### config.mk
export PLATFORM = sky130hd
export DESIGN_NAME = load_arbiter
export DESIGN_NICKNAME = d
export VERILOG_FILES = /design/src/rtl/load_arbiter.sv
export SDC_FILE = /design/constraint.sdc
export NUM_CORES = 1
export LEC_CHECK = 0
export BUFFER_PORTS_ARGS = -buffer_cell sky130_fd_sc_hd__buf_4
export CORE_AREA = 2 2 80 90
export DETAILED_ROUTE_END_ITERATION = 16
export DIE_AREA = 0 0 82 92
export PLACE_DENSITY = 0.84
export SLEW_MARGIN = 10
export SYNTH_ARGS = -nofsm -noshare
export SYNTH_HDL_FRONTEND = slang
export SYNTH_SLANG_ARGS = --single-unit
export TNS_END_PERCENT = 10
### constraint.sdc
create_clock -name clk -period 3.7 [get_ports clk]
set_input_delay 0.555 -clock clk [delete_from_list [all_inputs] [get_ports clk]]
set_output_delay 0.555 -clock clk [all_outputs]
set_load 0.05 [all_outputs]
### src/rtl/load_arbiter.sv
// rtl/load_arbiter.sv - load uop arbiter between the AGU and external load sources
//
// load_arbiter_pkg: load uop types shared by the arbiter and its neighbours.
//
// load_arbiter: picks one load per cycle from the AGU and NUM_EXT external
// sources (page walker, prefetcher, ...) into a one-entry output register.
// The AGU has priority. An aging counter forces an external grant after
// AGE_LIMIT consecutive lost cycles. External sources share round-robin.
//   clk            in   clock, rising edge
//   rst            in   asynchronous active-low reset
//   IN_aguLd       in   AGU load candidate (qualified by .valid)
//   OUT_aguLdStall out  AGU load not accepted this cycle
//   IN_extLd       in   external load candidates (qualified by .valid)
//   OUT_extLdStall out  per-source not-accepted flags
//   IN_ldUOpStall  in   downstream cannot take OUT_ldUOp this cycle
//   OUT_ldUOp      out  registered selected load
//   OUT_extIdx     out  external source index of OUT_ldUOp

package load_arbiter_pkg;

  typedef enum logic [3:0] {
    AGU_NO_EXCEPTION  = 4'd0,
    AGU_ADDR_MISALIGN = 4'd1,
    AGU_ACCESS_FAULT  = 4'd2,
    AGU_PAGE_FAULT    = 4'd3
  } AGU_Exception;

  typedef struct packed {
    logic [31:0]  addr;
    logic         signExtend;
    logic [1:0]   size;
    logic [6:0]   tagDst;
    logic [5:0]   sqN;
    logic         doNotCommit;
    logic         external;
    AGU_Exception exception;
    logic         isMMIO;
    logic         valid;
  } LD_UOp;

  typedef struct packed {
    logic [31:0] addr;
    logic        valid;
  } PW_LD_UOp;

endpackage

module load_arbiter
  import load_arbiter_pkg::*;
#(
  parameter int         NUM_EXT   = 2,
  parameter int         AGE_LIMIT = 8,
  parameter logic [6:0] EXT_TAG   = 7'h40,
  localparam int        IDX_W     = (NUM_EXT > 1) ? $clog2(NUM_EXT) : 1
) (
  input  logic                        clk,
  input  logic                        rst,
  input  LD_UOp                       IN_aguLd,
  output logic                        OUT_aguLdStall,
  input  PW_LD_UOp [NUM_EXT-1:0]      IN_extLd,
  output logic     [NUM_EXT-1:0]      OUT_extLdStall,
  input  logic                        IN_ldUOpStall,
  output LD_UOp                       OUT_ldUOp,
  output logic     [IDX_W-1:0]        OUT_extIdx
);

  localparam logic [7:0] AGE_MAX = 8'(AGE_LIMIT);

  logic [7:0]         ageCnt;
  logic [IDX_W-1:0]   rrPtr;

  logic [NUM_EXT-1:0] extValid;
  logic               anyExt;
  logic               free;
  logic               forceExt;
  logic               grantAgu;
  logic               grantExt;
  logic [IDX_W-1:0]   pickIdx;
  logic               pickFound;
  logic [IDX_W-1:0]   nextRr;
  int                 scanIdx;
  LD_UOp              nextLd;

  always_comb begin
    for (int i = 0; i < NUM_EXT; i++) begin
      extValid[i] = IN_extLd[i].valid;
    end
  end

  assign anyExt = |extValid;
  // The register only accepts when empty or draining; IN_ldUOpStall never
  // reaches the data path, only this enable.
  assign free   = !OUT_ldUOp.valid || !IN_ldUOpStall;

  // Round-robin scan: first valid source at or after rrPtr, wrapping.
  always_comb begin
    pickIdx   = '0;
    pickFound = 1'b0;
    scanIdx   = 0;
    for (int off = 0; off < NUM_EXT; off++) begin
      scanIdx = int'(rrPtr) + off;
      if (scanIdx >= NUM_EXT) scanIdx = scanIdx - NUM_EXT;
      if (!pickFound && extValid[IDX_W'(scanIdx)]) begin
        pickFound = 1'b1;
        pickIdx   = IDX_W'(scanIdx);
      end
    end
  end

  assign nextRr = (pickIdx == IDX_W'(NUM_EXT - 1)) ? '0 : pickIdx + 1'b1;

  // Grant decision as if the register were free; stalls mask it when not.
  assign forceExt = (ageCnt == AGE_MAX) && anyExt;
  assign grantAgu = IN_aguLd.valid && !forceExt;
  assign grantExt = anyExt && !grantAgu;

  always_comb begin
    OUT_aguLdStall = IN_aguLd.valid;
    OUT_extLdStall = extValid;
    if (free) begin
      OUT_aguLdStall = IN_aguLd.valid && !grantAgu;
      for (int i = 0; i < NUM_EXT; i++) begin
        OUT_extLdStall[i] = extValid[i] && !(grantExt && (pickIdx == IDX_W'(i)));
      end
    end
  end

  always_comb begin
    nextLd          = IN_aguLd;
    nextLd.external = 1'b0;
    nextLd.valid    = 1'b1;
    if (!grantAgu) begin
      nextLd             = '0;
      nextLd.addr        = IN_extLd[pickIdx].addr;
      nextLd.size        = 2'd2;
      nextLd.tagDst      = EXT_TAG;
      nextLd.doNotCommit = 1'b1;
      nextLd.external    = 1'b1;
      nextLd.exception   = AGU_NO_EXCEPTION;
      nextLd.valid       = grantExt;
    end
  end

  always_ff @(posedge clk or negedge rst) begin
    if (!rst) begin
      OUT_ldUOp  <= '0;
      OUT_extIdx <= '0;
      ageCnt     <= '0;
      rrPtr      <= '0;
    end else begin
      if (free) begin
        OUT_ldUOp <= nextLd;
        if (grantExt) begin
          OUT_extIdx <= pickIdx;
          rrPtr      <= nextRr;
        end
      end
      // Age counts AGU wins that starved a waiting external source.
      if (!anyExt || (free && grantExt)) begin
        ageCnt <= '0;
      end else if (free && grantAgu && (ageCnt != AGE_MAX)) begin
        ageCnt <= ageCnt + 8'd1;
      end
    end
  end

endmodule

==> impl_metrics.json, run 1 <==
{
  "fin_skew_ps": 10.30,
  "firstDrtPassIters": 4,
  "setup_tns_ps": 0,
  "setup_viol": 0,
  "synth-edff-count": 0,
  "layout_commonest_cell": "buf_4",
  "wl_per_cell_um": 18.83,
  "viasPerCell": 5.703,
  "final_nets": 542,
  "syn_to_final_growth_pct": 54.90,
  "ctsResizeCount": 0,
  "yosysUniqueCellTypes": 41,
  "rsz0062_at_grt": "false",
  "slowest_delay_ps": 480,
  "grt_pass1_vias": 2887,
  "clkSinkCount": 66,
  "ys_async_sr_fraction": 1.000,
  "antenna_found_initial": 0,
  "post_cts_buffers": 0,
  "die_area_um2": 7544,
  "met3_usage": 0.06201,
  "setup_slack_ps": 736.2,
  "drive_gt1_frac": 0.5071,
  "synth-seq-cells": 66,
  "drtAntennaViolNets": 0,
  "finalNonFillerCells": 505,
  "worst_ep_required_time_ps": 3140,
  "r2r_slack_ps": 1430,
  "globalplace.congestion": 0.8237,
  "critPathKind": "flip-flop to output port",
  "ctsHoldBuffers": 0,
  "via_count": 2880,
  "critPathLaunch": "ageCnt[0]",
  "cp_max_fo": 6,
  "tightest_slew_ps": 815.1,
  "p_per_area_nw_per_um2": 489.6,
  "max_slew_margin": 0.4566,
  "synth_sequential_area_ratio": 0.5528,
  "synth_cells": 236,
  "cts_max_level": 3,
  "clkTransAtPathRegs_ps": 70,
  "die_h_um": 92,
  "synth_top_area_share": 0.5528,
  "yosys_most_used_dff": "dfrtp_1",
  "report.final.slew_viol_count": 0,
  "final_cell_mix": "188 x buf_4, 66 x dfrtp_1, 51 x a22o_1",
  "hold_path_class": "primary input to async pin",
  "grt_max_degree": 67,
  "crit_buf_inv": 2,
  "startpoint_type": "flip-flop",
  "fp.coreArea_um2": 6726,
  "hold_viol": 0,
  "dpl.cell_count": 489,
  "grt_util_all_layers": 0.2573,
  "outcome": "completed",
  "root_buffer": "clkbuf_8",
  "critPathArrivalTime_ps": 2410,
  "met1_usage": 0.3167,
  "ys_top_cells_by_area": "dfrtp_1 55%, a22o_1 15%, a221o_1 11%",
  "endpoint_kind": "output port",
  "ir_drop_v": 0.0002481,
  "fin_crit_ps": 2964,
  "cts_tree": "yes",
  "p_leak_uw": 0.002320,
  "dp_hpwl_um": 6907,
  "crit_end": "OUT_extLdStall[0]",
  "met2_usage": 0.4167,
  "crit_family": "compound AO/OA/AOI/OAI gates",
  "clock_latency_ps": 340,
  "yosys_warnings": 0,
  "rr_worst_depth": 7,
  "start_util": 0.4442,
  "io_pins": 185,
  "max_cap_viol_count": 0,
  "syn_avg_cell_area_um2": 12.66,
  "crit_chain": "inv_1, ha_1, nor4b_4, nand2_2, a21oi_1, a21boi_0, buf_4",
  "timing.rr.start": "ageCnt[0]",
  "syn_area_um2": 2988,
  "die_w_um": 82,
  "antenna-diode-count": 0,
  "pre_cts_ws_ps": 1173,
  "syn_nets": 363,
  "drc_errors": 0,
  "rows": 32,
  "portBuffers": 183,
  "yosysTopAreaCell": "dfrtp_1",
  "grt_pass1_wl_um": 14550,
  "totalWireLength_um": 9507,
  "cts_buffers": 9,
  "fin_crit_sh": 0.8010,
  "crit_path_top_delay_cell": "a21oi_1",
  "cp.depth": 7,
  "cts_buffer_depth": 2,
  "gr-total-overflow": 0,
  "timing.rr.end": "OUT_ldUOp[26]",
  "fmax_mhz": 337.4,
  "grt_busiest_layer": "met2",
  "drt_iter0_markers": 235
}
how the worst min path moves through the flow:
stage,to,slack [ps],cells after the start
CTS,OUT_ldUOp[16],330,1
global route,OUT_ldUOp[19],370,1
finish,OUT_ldUOp[16],290,1
global placement,OUT_ldUOp[6],480,2
detailed placement,OUT_ldUOp[18],490,1
floorplan,OUT_extIdx,260,0
cells by family after synthesis:
kind of cell / share of synthesized area
compound gates: 0.3149
xor+xnor: 0.002932
fa+ha+maj: 0.008374
buf+inv: 0.04062
flops: 0.5528
mux: 0.003350
simple gates: 0.07706
synth_stat cells, drive strengths merged (2+ instances only):
cell type and instances:
o22a 3, nor2 4, and2 3, or4 2, nor2b 2, ha 2
a21boi 2, a211oi 2, a221o 32, nor3 3, nand3 4, a21oi 5
inv 4, a22o 51, and3 3, clkbuf 10, a31oi 3, buf 10
nand2 9, dfrtp 66
flip-flops by register name (all words and copies together) (netlist names):
name	cells
ageCnt	8
OUT_ldUOp	56
OUT_extIdx	1
rrPtr	1
per-layer routing:
metal	wire (um)	up-vias
met1	3496	1407
met5	0	-
met2	5069	128
met3	634	31
met4	306	0
li1	-	1314
final cells by class:
| type | instances | area (um^2) |
|---|---|---|
| multi-input combinational | 146 | 1225 |
| clock inverter | 5 | 77.57 |
| timing repair buffer | 188 | 1411 |
| inverter | 4 | 15.01 |
| sequential | 66 | 1652 |
| clock buffer | 11 | 141.4 |
| tap | 85 | 106.4 |
| fill | 512 | 2098 |
metrics by stage:
step	instance area [um^2]	hold WS [ps]	power (uW)	utilization
floorplan	2988	259.4	1312	-
global placement	4409	484.3	1592	0.6555
detailed placement	4409	492.3	1607	0.6555
CTS	4628	328.7	2277	0.6881
global route	4628	372.4	2356	0.6881
finish	4628	288.9	2266	0.6881
where the power goes:
| part | switching, uW | internal [uW] | total, uW |
|---|---|---|---|
| Sequential | 55.2 | 803 | 858 |
| Clock | 274 | 396 | 669 |
| Combinational | 450 | 288 | 738 |
| Total | 779 | 1490 | 2270 |
(Power assumes the default switching activity.)
==> inputs of run 2 (changes only) <==
ABC_AREA = 1   (was default)
CORE_AREA = 2 2 86 96   (was 2 2 80 90)
DIE_AREA = 0 0 88 98   (was 0 0 82 92)
PLACE_DENSITY = 0.79   (was 0.84)
clock period = 3 ns   (was 3.7 ns; I/O delays follow)
==> impl_metrics.json, run 2 <==
{
  "fmax_mhz": 374.4,
  "final_cell_mix": "184 x buf_4, 179 x nand2_1, 66 x dfrtp_1",
  "die_area_um2": 8624,
  "ys_top_cells_by_area": "dfrtp_1 49%, nand2_1 20%, mux2_2 11%",
  "largest-register": "OUT_ldUOp",
  "clkSinkCount": 66,
  "startpoint_type": "flip-flop",
  "globalplace.congestion": 0.8391,
  "worst_ep_required_time_ps": 2550,
  "critPathKind": "flip-flop to output port",
  "outcome": "completed",
  "max_cap_viol_count": 0,
  "synth-edff-count": 0,
  "ys_top_cells_by_count": "179 x nand2_1, 66 x dfrtp_1, 44 x nand3_1, 32 x mux2_2, 16 x inv_1",
  "antenna_found_initial": 0,
  "ctsHoldBuffers": 0,
  "synth-compound-area-share": 0.02016,
  "cp_max_fo": 35,
  "drtAntennaViolNets": 0,
  "gr-total-overflow": 0,
  "syn_to_final_growth_pct": 49.76,
  "hold_path_class": "primary input to async pin",
  "fin_skew_ps": 10.88,
  "reg_top3": "OUT_ldUOp x56, ageCnt x8",
  "via_count": 3287,
  "grt_util_all_layers": 0.2175,
  "fin_crit_sh": 0.8904,
  "cts_buffers": 9,
  "totalWireLength_um": 9225,
  "synth_top_family_by_area": "simple AND/OR/NAND/NOR gates",
  "rows": 34,
  "clock_latency_ps": 330,
  "drt_iter0_markers": 168,
  "cts_tree": "yes",
  "critPathArrivalTime_ps": 2220,
  "crit_path_top_delay_cell": "dfrtp_1",
  "regArea_um2": 1652,
  "p_leak_uw": 0.002698,
  "synth_sequential_area_ratio": 0.4927,
  "fill_cells": 649,
  "firstDrtPassIters": 4,
  "rsz0062_at_grt": "false",
  "layout_commonest_cell": "buf_4",
  "cts_max_level": 3,
  "dp_hpwl_um": 6690,
  "muxShareOfSynthArea": 0.1075,
  "start_util": 0.4353,
  "yosys_warnings": 0,
  "hold_viol": 0,
  "drc_errors": 0,
  "setup_tns_ps": 0,
  "syn_nets": 521,
  "drive_gt1_frac": 0.4187,
  "tightest_slew_ps": 889.1,
  "multi_input_area_um2": 1515,
  "slowest_delay_ps": 410,
  "grt_pass1_wl_um": 14710,
  "die_w_um": 88,
  "ir_drop_v": 0.0003592,
  "synth-simple-area-share": 0.3091,
  "wl_per_cell_um": 13.45,
  "post-synth-top-count-cell": "nand2_1",
  "synth_top_area_share": 0.4927,
  "crit_buf_inv": 4,
  "largest_reg_flops": 56,
  "synth_cells": 394,
  "portBuffers": 183,
  "cts_buffer_depth": 2,
  "fp.coreArea_um2": 7700,
  "p_per_area_nw_per_um2": 548.5,
  "report.final.slew_viol_count": 0,
  "yosysTopAreaCell": "dfrtp_1",
  "grt_max_degree": 67,
  "crit_top_cell": "nand2_4",
  "synth-seq-cells": 66,
  "dpl.cell_count": 670,
  "crit_chain": "inv_1, ha_1, nand3_1, nor2_2, nand2_4, nand2_4, nand2_4, inv_6, nand3_1, nand2_1, inv_1, buf_4",
  "yosys.area_share.adder": 0.007465,
  "fin_crit_ps": 2671,
  "max_slew_margin": 0.4073,
  "root_buffer": "clkbuf_8",
  "io_pins": 185,
  "endpoint_kind": "output port",
  "fin_area_um2": 5020,
  "setup_viol": 0,
  "ys_async_sr_fraction": 1.000,
  "die_h_um": 98,
  "finalNonFillerCells": 686,
  "grt_pass1_vias": 3329,
  "crit_family": "simple AND/OR/NAND/NOR gates",
  "yosysUniqueCellTypes": 26,
  "antenna-diode-count": 0,
  "final_nets": 700,
  "syn_avg_cell_area_um2": 8.508,
  "viasPerCell": 4.792,
  "clkTransAtPathRegs_ps": 70,
  "post_cts_buffers": 0,
  "synth_xor_area_frac": 0.007839,
  "yosys_most_used_dff": "dfrtp_1",
  "placed_area_um2": 4797,
  "syn_area_um2": 3352
}
## run 2: changes by cell type in the layout (fill, tap and decap cells not counted), sizes merged, moves of 4 or more
| cell | previous run | this run |
|---|---|---|
| nand4 | 1 | 7 |
| mux2 | 0 | 32 |
| nand3 | 4 | 45 |
| a221o | 32 | 0 |
| a22o | 51 | 0 |
| a21oi | 5 | 1 |
| nand2 | 9 | 182 |
| inv | 4 | 19 |
| nor2 | 4 | 11 |
## run 2: logic make-up (layout without fill, tap and decap cells)
logic type | count (synthesis) | in the layout
AND/OR/NAND/NOR | 246 | 246
flip-flops | 66 | 66
buffers and inverters | 37 | 221
multiplexers | 32 | 32
AO/OA/AOI/OAI | 8 | 8
XOR/XNOR | 3 | 3
adder cells (fa/ha/maj) | 2 | 2
## run 2: final cells by class
cell class | instances | share of cell area
sequential | 66 | 0.3290
multi-input combinational | 291 | 0.3018
timing repair buffer | 186 | 0.2832
clock buffer | 12 | 0.02891
tap | 108 | 0.02692
inverter | 19 | 0.01520
clock inverter | 4 | 0.01496
## run 2: power by group
part	switching, uW	total, uW	internal [uW]
clock network	333	825	492
registers	54.0	1040	983
logic	557	891	335
## run 2: worst paths after layout
path                            depth (start not counted)  slack [ps]                 to          start
worst max-delay path                                   12         330  OUT_extLdStall[0]      ageCnt[0]
worst min-delay path                                    1         210      OUT_ldUOp[11]            rst
worst max register to register                          5        1200      OUT_ldUOp[37]          rrPtr
worst min register to register                          2         480      OUT_ldUOp[18]  OUT_ldUOp[18]
max in group asynchronous                               1        2230      OUT_ldUOp[33]            rst
min in group clk                                        3         310      OUT_ldUOp[11]   IN_aguLd[11]
## run 2: stage by stage
stage	setup WS (ps)	util	hold WS, ps	power [uW]
floorplan	370.5	-	154.4	1595
global placement	620.9	0.6230	465.3	1933
detailed placement	583.2	0.6230	466.1	1949
CTS	211.8	0.6516	236.6	2783
global route	78.58	0.6519	267.1	2877
finish	328.7	0.6519	207.1	2753
## run 2: timing repair
action | 4_1_cts | 5_1_grt
setup endpoints to repair | 0 | 1
gates resized for setup | 0 | 1
endpoints found under the hold margin | 0 | 0
## run 2: metal layers
metal | wire length (um) | vias to the layer above | global-route usage
met4 | 164 | 0 | 0.08284
met5 | 0 | - | 0
met1 | 3641 | 1537 | 0.2577
met3 | 642 | 14 | 0.06255
li1 | - | 1618 | -
met2 | 4778 | 118 | 0.3689
